===== src/rtl/wdt_pkg.sv =====
// Shared types and defaults for the watchdog bite handler.
package wdt_pkg;

  typedef enum logic [1:0] {
    ST_IDLE  = 2'b00,
    ST_IRQ   = 2'b01,
    ST_RESET = 2'b10
  } state_t;

  typedef enum logic [1:0] {
    CAUSE_NONE        = 2'b00,
    CAUSE_ZERO_GRACE  = 2'b01,
    CAUSE_EXPIRED     = 2'b10,
    CAUSE_SECOND_BITE = 2'b11
  } cause_t;

  localparam int unsigned GRACE_W_DEF  = 16;
  localparam int unsigned RST_HOLD_DEF = 16;

  // Width needed to hold the value RST_HOLD itself.
  function automatic int unsigned hold_width(input int unsigned hold);
    return (hold < 2) ? 1 : $clog2(hold + 1);
  endfunction

endpackage


===== src/rtl/wdt_down_counter.sv =====
// Loadable down counter that saturates at zero; last is high when count == 1.
module wdt_down_counter #(
  parameter int unsigned W = 16
) (
  input  logic         clk,
  input  logic         rst,
  input  logic         load,
  input  logic [W-1:0] load_val,
  input  logic         dec,
  output logic         last
);

  logic [W-1:0] count;

  // Load has priority over decrement; decrement stops at zero.
  always_ff @(posedge clk) begin
    if (rst) begin
      count <= '0;
    end else if (load) begin
      count <= load_val;
    end else if (dec && (count != '0)) begin
      count <= count - W'(1);
    end
  end

  assign last = (count == W'(1));

endmodule


===== src/rtl/wdt_bite_handler.sv =====
// Watchdog bite escalation: first bite raises irq and opens a grace window,
// ack clears the watchdog, expiry or a second bite requests a timed system
// reset and records a sticky cause code.
// Optional build macro WDT_BITE_LOG_EN adds bite_cnt_o and last_grace_o.
module wdt_bite_handler
  import wdt_pkg::*;
#(
  parameter int unsigned GRACE_W  = GRACE_W_DEF,
  parameter int unsigned RST_HOLD = RST_HOLD_DEF
) (
  input  logic               clk,
  input  logic               rst,
  input  logic               bite_i,
  input  logic [GRACE_W-1:0] grace_i,
  input  logic               irq_ack_i,
  input  logic               cause_clr_i,
  output logic               irq_o,
  output logic               wdt_clr_o,
  output logic               sys_rst_req_o,
  output logic [1:0]         cause_o,
`ifdef WDT_BITE_LOG_EN
  output logic [7:0]         bite_cnt_o,
  output logic [GRACE_W-1:0] last_grace_o,
`endif
  output logic               busy_o
);

  localparam int unsigned HOLD_W = hold_width(RST_HOLD);

  state_t state, state_nxt;
  cause_t new_cause;

  logic bite_idle, enter_irq, irq_bite, irq_ack, irq_exp;
  logic enter_reset, hold_done, g_dec, h_dec;
  logic g_last, h_last;

  // Grace window counter: loaded on the accepted first bite.
  wdt_down_counter #(.W(GRACE_W)) u_grace_cnt (
    .clk      (clk),
    .rst      (rst),
    .load     (enter_irq),
    .load_val (grace_i),
    .dec      (g_dec),
    .last     (g_last)
  );

  // Reset-hold counter: loaded on every entry into the reset request.
  wdt_down_counter #(.W(HOLD_W)) u_hold_cnt (
    .clk      (clk),
    .rst      (rst),
    .load     (enter_reset),
    .load_val (HOLD_W'(RST_HOLD)),
    .dec      (h_dec),
    .last     (h_last)
  );

  // Event decode with IRQ priority: bite, then ack, then window expiry.
  always_comb begin
    bite_idle   = (state == ST_IDLE) && bite_i;
    enter_irq   = bite_idle && (grace_i != '0);
    irq_bite    = (state == ST_IRQ) && bite_i;
    irq_ack     = (state == ST_IRQ) && !bite_i && irq_ack_i;
    irq_exp     = (state == ST_IRQ) && !bite_i && !irq_ack_i && g_last;
    g_dec       = (state == ST_IRQ) && !bite_i && !irq_ack_i && !g_last;
    enter_reset = (bite_idle && (grace_i == '0)) || irq_bite || irq_exp;
    hold_done   = (state == ST_RESET) && h_last;
    h_dec       = (state == ST_RESET);
    new_cause   = CAUSE_NONE;
    if (bite_idle)     new_cause = CAUSE_ZERO_GRACE;
    else if (irq_bite) new_cause = CAUSE_SECOND_BITE;
    else if (irq_exp)  new_cause = CAUSE_EXPIRED;
  end

  // Next-state selection.
  always_comb begin
    state_nxt = state;
    if (enter_reset)                  state_nxt = ST_RESET;
    else if (enter_irq)               state_nxt = ST_IRQ;
    else if (irq_ack || hold_done)    state_nxt = ST_IDLE;
  end

  // State register with outputs registered from the next state.
  always_ff @(posedge clk) begin
    if (rst) begin
      state         <= ST_IDLE;
      irq_o         <= 1'b0;
      wdt_clr_o     <= 1'b0;
      sys_rst_req_o <= 1'b0;
      busy_o        <= 1'b0;
      cause_o       <= CAUSE_NONE;
    end else begin
      state         <= state_nxt;
      irq_o         <= (state_nxt == ST_IRQ);
      sys_rst_req_o <= (state_nxt == ST_RESET);
      busy_o        <= (state_nxt != ST_IDLE);
      wdt_clr_o     <= irq_ack || hold_done;
      // A cause write beats a same-cycle clear.
      if (enter_reset) begin
        cause_o <= new_cause;
      end else if ((state == ST_IDLE) && cause_clr_i) begin
        cause_o <= CAUSE_NONE;
      end
    end
  end

`ifdef WDT_BITE_LOG_EN
  // Escalation log: saturating reset-entry count and last accepted grace.
  always_ff @(posedge clk) begin
    if (rst) begin
      bite_cnt_o   <= '0;
      last_grace_o <= '0;
    end else begin
      if (enter_reset && (bite_cnt_o != 8'hFF)) begin
        bite_cnt_o <= bite_cnt_o + 8'd1;
      end
      if (bite_idle) begin
        last_grace_o <= grace_i;
      end
    end
  end
`endif

endmodule


===== config.mk =====
export PLATFORM = sky130hd
export DESIGN_NAME = wdt_bite_handler
export DESIGN_NICKNAME = d
export VERILOG_FILES = /design/src/rtl/wdt_pkg.sv /design/src/rtl/wdt_down_counter.sv /design/src/rtl/wdt_bite_handler.sv
export SDC_FILE = /design/constraint.sdc
export NUM_CORES = 1
export LEC_CHECK = 0
export ABC_AREA = 0
export CAP_MARGIN = 20
export CORE_ASPECT_RATIO = 1.75
export CORE_MARGIN = 5
export CORE_UTILIZATION = 47
export DETAILED_ROUTE_END_ITERATION = 10
export DONT_BUFFER_PORTS = 1
export SKIP_CTS_REPAIR_TIMING = 1
export SYNTH_ARGS = -nofsm -noshare
export SYNTH_HDL_FRONTEND = slang
export SYNTH_HIERARCHICAL = 1
export SYNTH_SLANG_ARGS = --single-unit

===== constraint.sdc =====
create_clock -name clk -period 3.54 [get_ports clk]
set_input_delay 0.531 -clock clk [delete_from_list [all_inputs] [get_ports clk]]
set_output_delay 0.531 -clock clk [all_outputs]
set_load 0.05 [all_outputs]

; Yosys cells after proc, flatten, opt, wreduce, memory -nomap -nowiden
; Cells that the tools add are included.
[totals]
reg_bits = 29
latch_bits = 0
ram_bits = 0
rom_bits = 0
inputBits = 21
out_inout_bits = 6
mem_count = 0
[op_classes]
n_addsub = 2
mul = 0
div_mod_pow = 0
magnitude_cmp = 0
eq_ne = 6
n_shift = 0
mux = 12
bitwise_logic = 0
reduce_logical = 29
[ops]
columns = cell, n
row1 = 16-bit two-way mux, 2
row2 = 16-bit nonzero test, 2
row3 = "16-bit by 1-bit == test with 1-bit output, second input constant", 1
row4 = 16-bit zero test, 1
row5 = 2-bit two-way mux, 8
row6 = "16-bit by 1-bit subtractor with 16-bit output, second input constant", 1
row7 = 1-bit logical AND, 13
row8 = 5-bit two-way mux, 2
row9 = 2-bit nonzero test, 4
row10 = "5-bit by 1-bit == test with 1-bit output, second input constant", 1
row11 = 5-bit nonzero test, 1
row12 = "5-bit by 1-bit subtractor with 5-bit output, second input constant", 1
row13 = "2-bit by 1-bit == test with 1-bit output, second input constant", 2
row14 = "2-bit == test, second input constant", 2
row15 = 1-bit zero test, 3
row16 = 1-bit logical OR, 3
row17 = 2-bit zero test, 1
row18 = 2-bit OR reduction, 1

; Longest topological paths before layout
[depth]
depth_word = 8
mapped_depth = 11
mapped_depth_nobuf = 10

; Modules after synthesis
; Netlist, hierarchy kept.
[by_module_without_submodules]
columns = module, instances, cells_each, area_per_inst_um2
row1 = wdt_down_counter (u_grace_cnt), 1, 124, 1019.7
row2 = wdt_bite_handler, 1, 61, 545.5
row3 = wdt_down_counter (u_hold_cnt), 1, 40, 332.8

; Worst setup path before layout
; No wires, ideal clock.
[synth_timing]
kind = input-to-reg
startpoint = input port bite_i
endpoint = register u_grace_cnt.count[14]
setup_time_ns = 0.091
arrival_time_ns = 2.805
t_required_ns = 3.449
path_slack_ns = 0.644
path_stages = 8
path_buffers = 2
path_cell_list = buf_4 nor2_1 and3b_1 buf_2 or4bb_1 or4b_4 or4_1 a311oi_1
[synth_via]
elab_chain_len = 6
elab_cells_between_ends = 9
classes_between = mux (1) / reduce/logical (8)
[synth_rtl]
columns = element, line
row1 = "start, declared", wdt_bite_handler.sv:13  ; input logic bite_i,
row2 = 1-bit zero test, wdt_bite_handler.sv:64  ; g_dec = (state == ST_IRQ) && !bite_i && !irq_ack_i && !g_last;
row3 = 1-bit logical AND (3 in a row), wdt_bite_handler.sv:64
row4 = net g_dec, wdt_bite_handler.sv:34  ; logic enter_reset, hold_done, g_dec, h_dec;
row5 = 1-bit logical AND, wdt_down_counter.sv:21  ; end else if (dec && (count != '0)) begin
row6 = 2-bit nonzero test (no line), n/a
row7 = "end signal, assigned", wdt_down_counter.sv:20  ; count <= load_val;
row8 = "end signal, assigned", wdt_down_counter.sv:22  ; count <= count - W'(1);
row9 = "end, declared", wdt_down_counter.sv:13  ; logic [W-1:0] count;
; The timed path passes the listed nets, and every way through them passes these cells.
; A chain may end at the register's enable or synchronous reset.

; Worst setup path after layout
[layout_timing]
startpoint = register u_grace_cnt.count[12]
endpoint = register u_grace_cnt.count[14]
[layout_via]
elab_chain_len = 5
elab_cells_between_ends = 9
classes_between = add/sub (1) / eq/ne (1) / mux (2) / reduce/logical (5)
[layout_rtl]
columns = element, line
row1 = 16-bit by 1-bit == test with 1-bit output, wdt_down_counter.sv:26  ; assign last = (count == W'(1));
row2 = net g_last, wdt_bite_handler.sv:35  ; logic g_last, h_last;
row3 = 1-bit zero test, wdt_bite_handler.sv:64
row4 = 1-bit logical AND, wdt_bite_handler.sv:64
row5 = net g_dec, wdt_bite_handler.sv:34
row6 = 1-bit logical AND, wdt_down_counter.sv:21
row7 = 2-bit nonzero test (no line), n/a
; The timed path passes the listed nets, and every way through them passes these cells. The select of a mux whose other input is x is not followed.

==> impl_summary.md <==
Outcome
The run finished with clean final reports.

Cells and area
The library cell used most frequently in the layout, excluding fill and tap cells, is sky130_fd_sc_hd__dfxtp_1. The proportion of layout cells with a drive suffix above 1 is 12.4%. The footprint of the flip-flops and latches is 581 um^2. The area of the multi-input gates is 1210 um^2. The number of non-filler instances in the completed layout is 274.

The number of nets in the layout is 250. The number of filler cells placed in the layout is 393. Compared with the post-synthesis result, the final layout area differs by 5.41%. After routing the design area is 2000 um^2. The number of antenna cells inserted is 0.

The library cells used most frequently in the layout, excluding fill and tap cells, are sky130_fd_sc_hd__dfxtp_1, sky130_fd_sc_hd__nor2_1, sky130_fd_sc_hd__nand2_1.

Power and ir drop
The leakage dissipation is 0.677 nW. The power per cell area is 431 nW/um^2. The worst vdd rail ir drop is 288 uV.

Floorplan
The die covers 5460 um^2. Once the floorplan was initialized, standard cells occupied 48.6% of the core. The die is 58.0 um wide. In this run the core area contains 30 standard-cell rows. In this run the standard cell core region covers 3900 um^2. The die is 94.1 um tall.

27 I/O pins were placed.

GRT
Entering global routing, the biggest net connects 35 pins. The first global-routing pass estimated 7850 um of wire. The number of global-route vias before repair is 1,719.

After global routing the overflow that remains totals 0. The overall fraction of global-route tracks in use is 18.4%. The initial antenna violation count is 0.

Routing
The per-cell routed wire length is 17.3 um. The detail route stage leaves a number of antenna-violating nets equal to 0. The aggregate routed wire length is 4750 um. The first routing iteration left 41 violations. After detailed routing, the number of remaining DRC violations is 0. The via density per instance is 6.34. The pre-antenna-repair detailed-routing pass consisted of 4 iterations. The routed via count is 1,736.

Critical path
The kind of critical path is register to register. The signal on the critical path passes through nor4_4, nand3_1, nor2_1, and3b_1, or4bb_1, or4b_4, or4_1, a311oi_1. For the worst flop-to-flop path, the logic depth is 8. The worst setup path is launched from a register. Along the worst path, the maximum fanout reaches 10.

The category of the worst setup path capture point is a register. Data arrives at the worst endpoint at 3.29 ns. The source of the worst register-to-register timing path is u_grace_cnt/count[12]. The standard cell with the maximum stage delay on the critical path is sky130_fd_sc_hd__or4b_4.

Data on the critical path is required at its endpoint by 3.73 ns. For this run, the slowest stage of the critical path takes 0.59 ns. The worst setup path startpoint is u_grace_cnt/count[12].

Placed design
The HPWL after detailed placement is 3520 um. Counting tap cells, the placed design contains a total of 266 instances. The number of buffer cells added on primary ports is 0.

The weighted congestion reported at the end of routability-driven placement is 0.834. The standard cell area after detailed placement is 1920 um^2.

STA
The final setup violation count is 0. The final-report hold violation count was 0. At the pin with the least slew margin, the transition time is 0.785 ns. The shortest period the worst path allows is 3.10 ns.

The total negative slack for setup checks is 0 ns. The final max-slew violation count is 0. The headroom to the max-slew limit is 46.9%. The post-route clock period utilization is 87.5%.

The timing-limited maximum frequency is 323 MHz. Setup repair after global routing left no endpoint under its margin. The clock arrives with 0.00499 ns of skew.

Worst hold path
The classification of the worst-slack hold path is input pin to register. The startpoint of the worst hold path is rst. Counting instances, the worst hold path has a depth of 1.

CTS
Counting every sink on the clock net gives 29. At the later pin of the worst-skew pair, clock insertion delay measures 0.28 ns. Clock-pin slew was measured on the worst setup and hold paths at 0.07 ns. TritonCTS built the clock tree. The master cell of the clock root buffer is sky130_fd_sc_hd__clkbuf_8. The H-tree depth is 2. The number of CTS-inserted buffers is 5. In this run the deepest clock path goes through 2 buffers.

Logic synthesis
The count of flip-flops with a built-in enable after synthesis is 0. The netlist uses 68 different library cells. The flip-flop and latch count after synthesis is 29. The leading register cell type out of synthesis is sky130_fd_sc_hd__dfxtp_1. The share of the yosys chip area belonging to registers is 30.6%.

Synthesis produced 225 cells. After synthesis the cells add up to 1900 um^2. For this run, asynchronously set or reset flops after synthesis account for 0%. The average cell area after synthesis is 8.44 um^2. The Yosys step of the flow raised 6 warnings.

Flow run
The max-cap violation count is 0.
==> layout make-up <==
cell class | count | share of cell area [%]
timing repair buffer | 2 | 0.750
multi-input combinational | 174 | 60.7
clock inverter | 2 | 0.500
tap | 48 | 3.00
clock buffer | 6 | 3.63
inverter | 13 | 2.44
sequential | 29 | 29.0
==> synthesized netlist by cell type, types with 4 or more instances <==
cell / n / area share (%)
sky130_fd_sc_hd__nor2_1: 27 / 5.3
sky130_fd_sc_hd__a311oi_1: 8 / 3.7
sky130_fd_sc_hd__nor3_1: 7 / 1.8
sky130_fd_sc_hd__a21oi_1: 10 / 2.6
sky130_fd_sc_hd__nand2_1: 14 / 2.8
sky130_fd_sc_hd__nand4_1: 4 / 1.3
sky130_fd_sc_hd__ha_1: 4 / 2.6
sky130_fd_sc_hd__dfxtp_1: 29 / 31
sky130_fd_sc_hd__a2111oi_0: 5 / 2.3
sky130_fd_sc_hd__a2111oi_2: 4 / 3.2
sky130_fd_sc_hd__inv_1: 13 / 2.6
sky130_fd_sc_hd__a211oi_1: 4 / 1.6
sky130_fd_sc_hd__nand3_1: 4 / 1.1
sky130_fd_sc_hd__nor4_1: 6 / 2.0
sky130_fd_sc_hd__clkbuf_1: 5 / 0.99
==> logic make-up after synthesis <==
group | count (synthesis) | synth area share [%]
xor+xnor | 2 | 0.923
compound gates | 59 | 25.6
simple gates | 103 | 33.2
other cells | 2 | 0.396
fa+ha+maj | 4 | 2.64
flops | 29 | 30.6
mux | 1 | 0.527
buf+inv | 25 | 6.07
==> metrics by stage <==
step,worst slack (ns),util [%],total power (W),hold slack (ns)
after floorplan,0.644,-,0.000573,0.479
after global placement,0.618,49.1,0.000595,0.500
after detailed placement,0.467,49.1,0.000603,0.503
after CTS,0.485,51.2,0.000873,0.300
after global routing,0.289,51.2,0.000913,0.298
final,0.441,51.2,0.000863,0.312
==> routing by layer <==
metal | global-route usage (%) | routed length (um)
met1 | 19.4 | 1870
met2 | 32.8 | 2500
met3 | 4.68 | 234
met4 | 9.09 | 150
met5 | 0 | 0
==> registers in the layout (all words and copies together), names as in the netlist <==
name and flops:
u_hold_cnt/count 5, u_grace_cnt/count 16, busy_o 1, wdt_clr_o 1, sys_rst_req_o 1, irq_o 1, state 2, cause_o 2
==> where the power goes <==
group          internal [W]  switching, W  total, W
Clock              0.000136      0.000128  0.000264
Combinational     0.0000824      0.000103  0.000186
Sequential         0.000357     0.0000566  0.000413
==> path summary, 6_finish.rpt <==
path	endpoint	slack [ns]
worst max register to register	u_grace_cnt/count[14]	0.44
worst max-delay path	u_grace_cnt/count[14]	0.44
worst min-delay path	cause_o[1]	0.31
worst min register to register	u_hold_cnt/count[4]	0.52
==> worst max-delay path, delay by kind of cell (launching register included) <==
family / cells / cell delay [ns]
AOI/OAI and AO/OA: 1 / 0.26
DFF: 1 / 0.48
and+or+nand+nor: 7 / 2.26
Power figures use the tool's default switching activity.
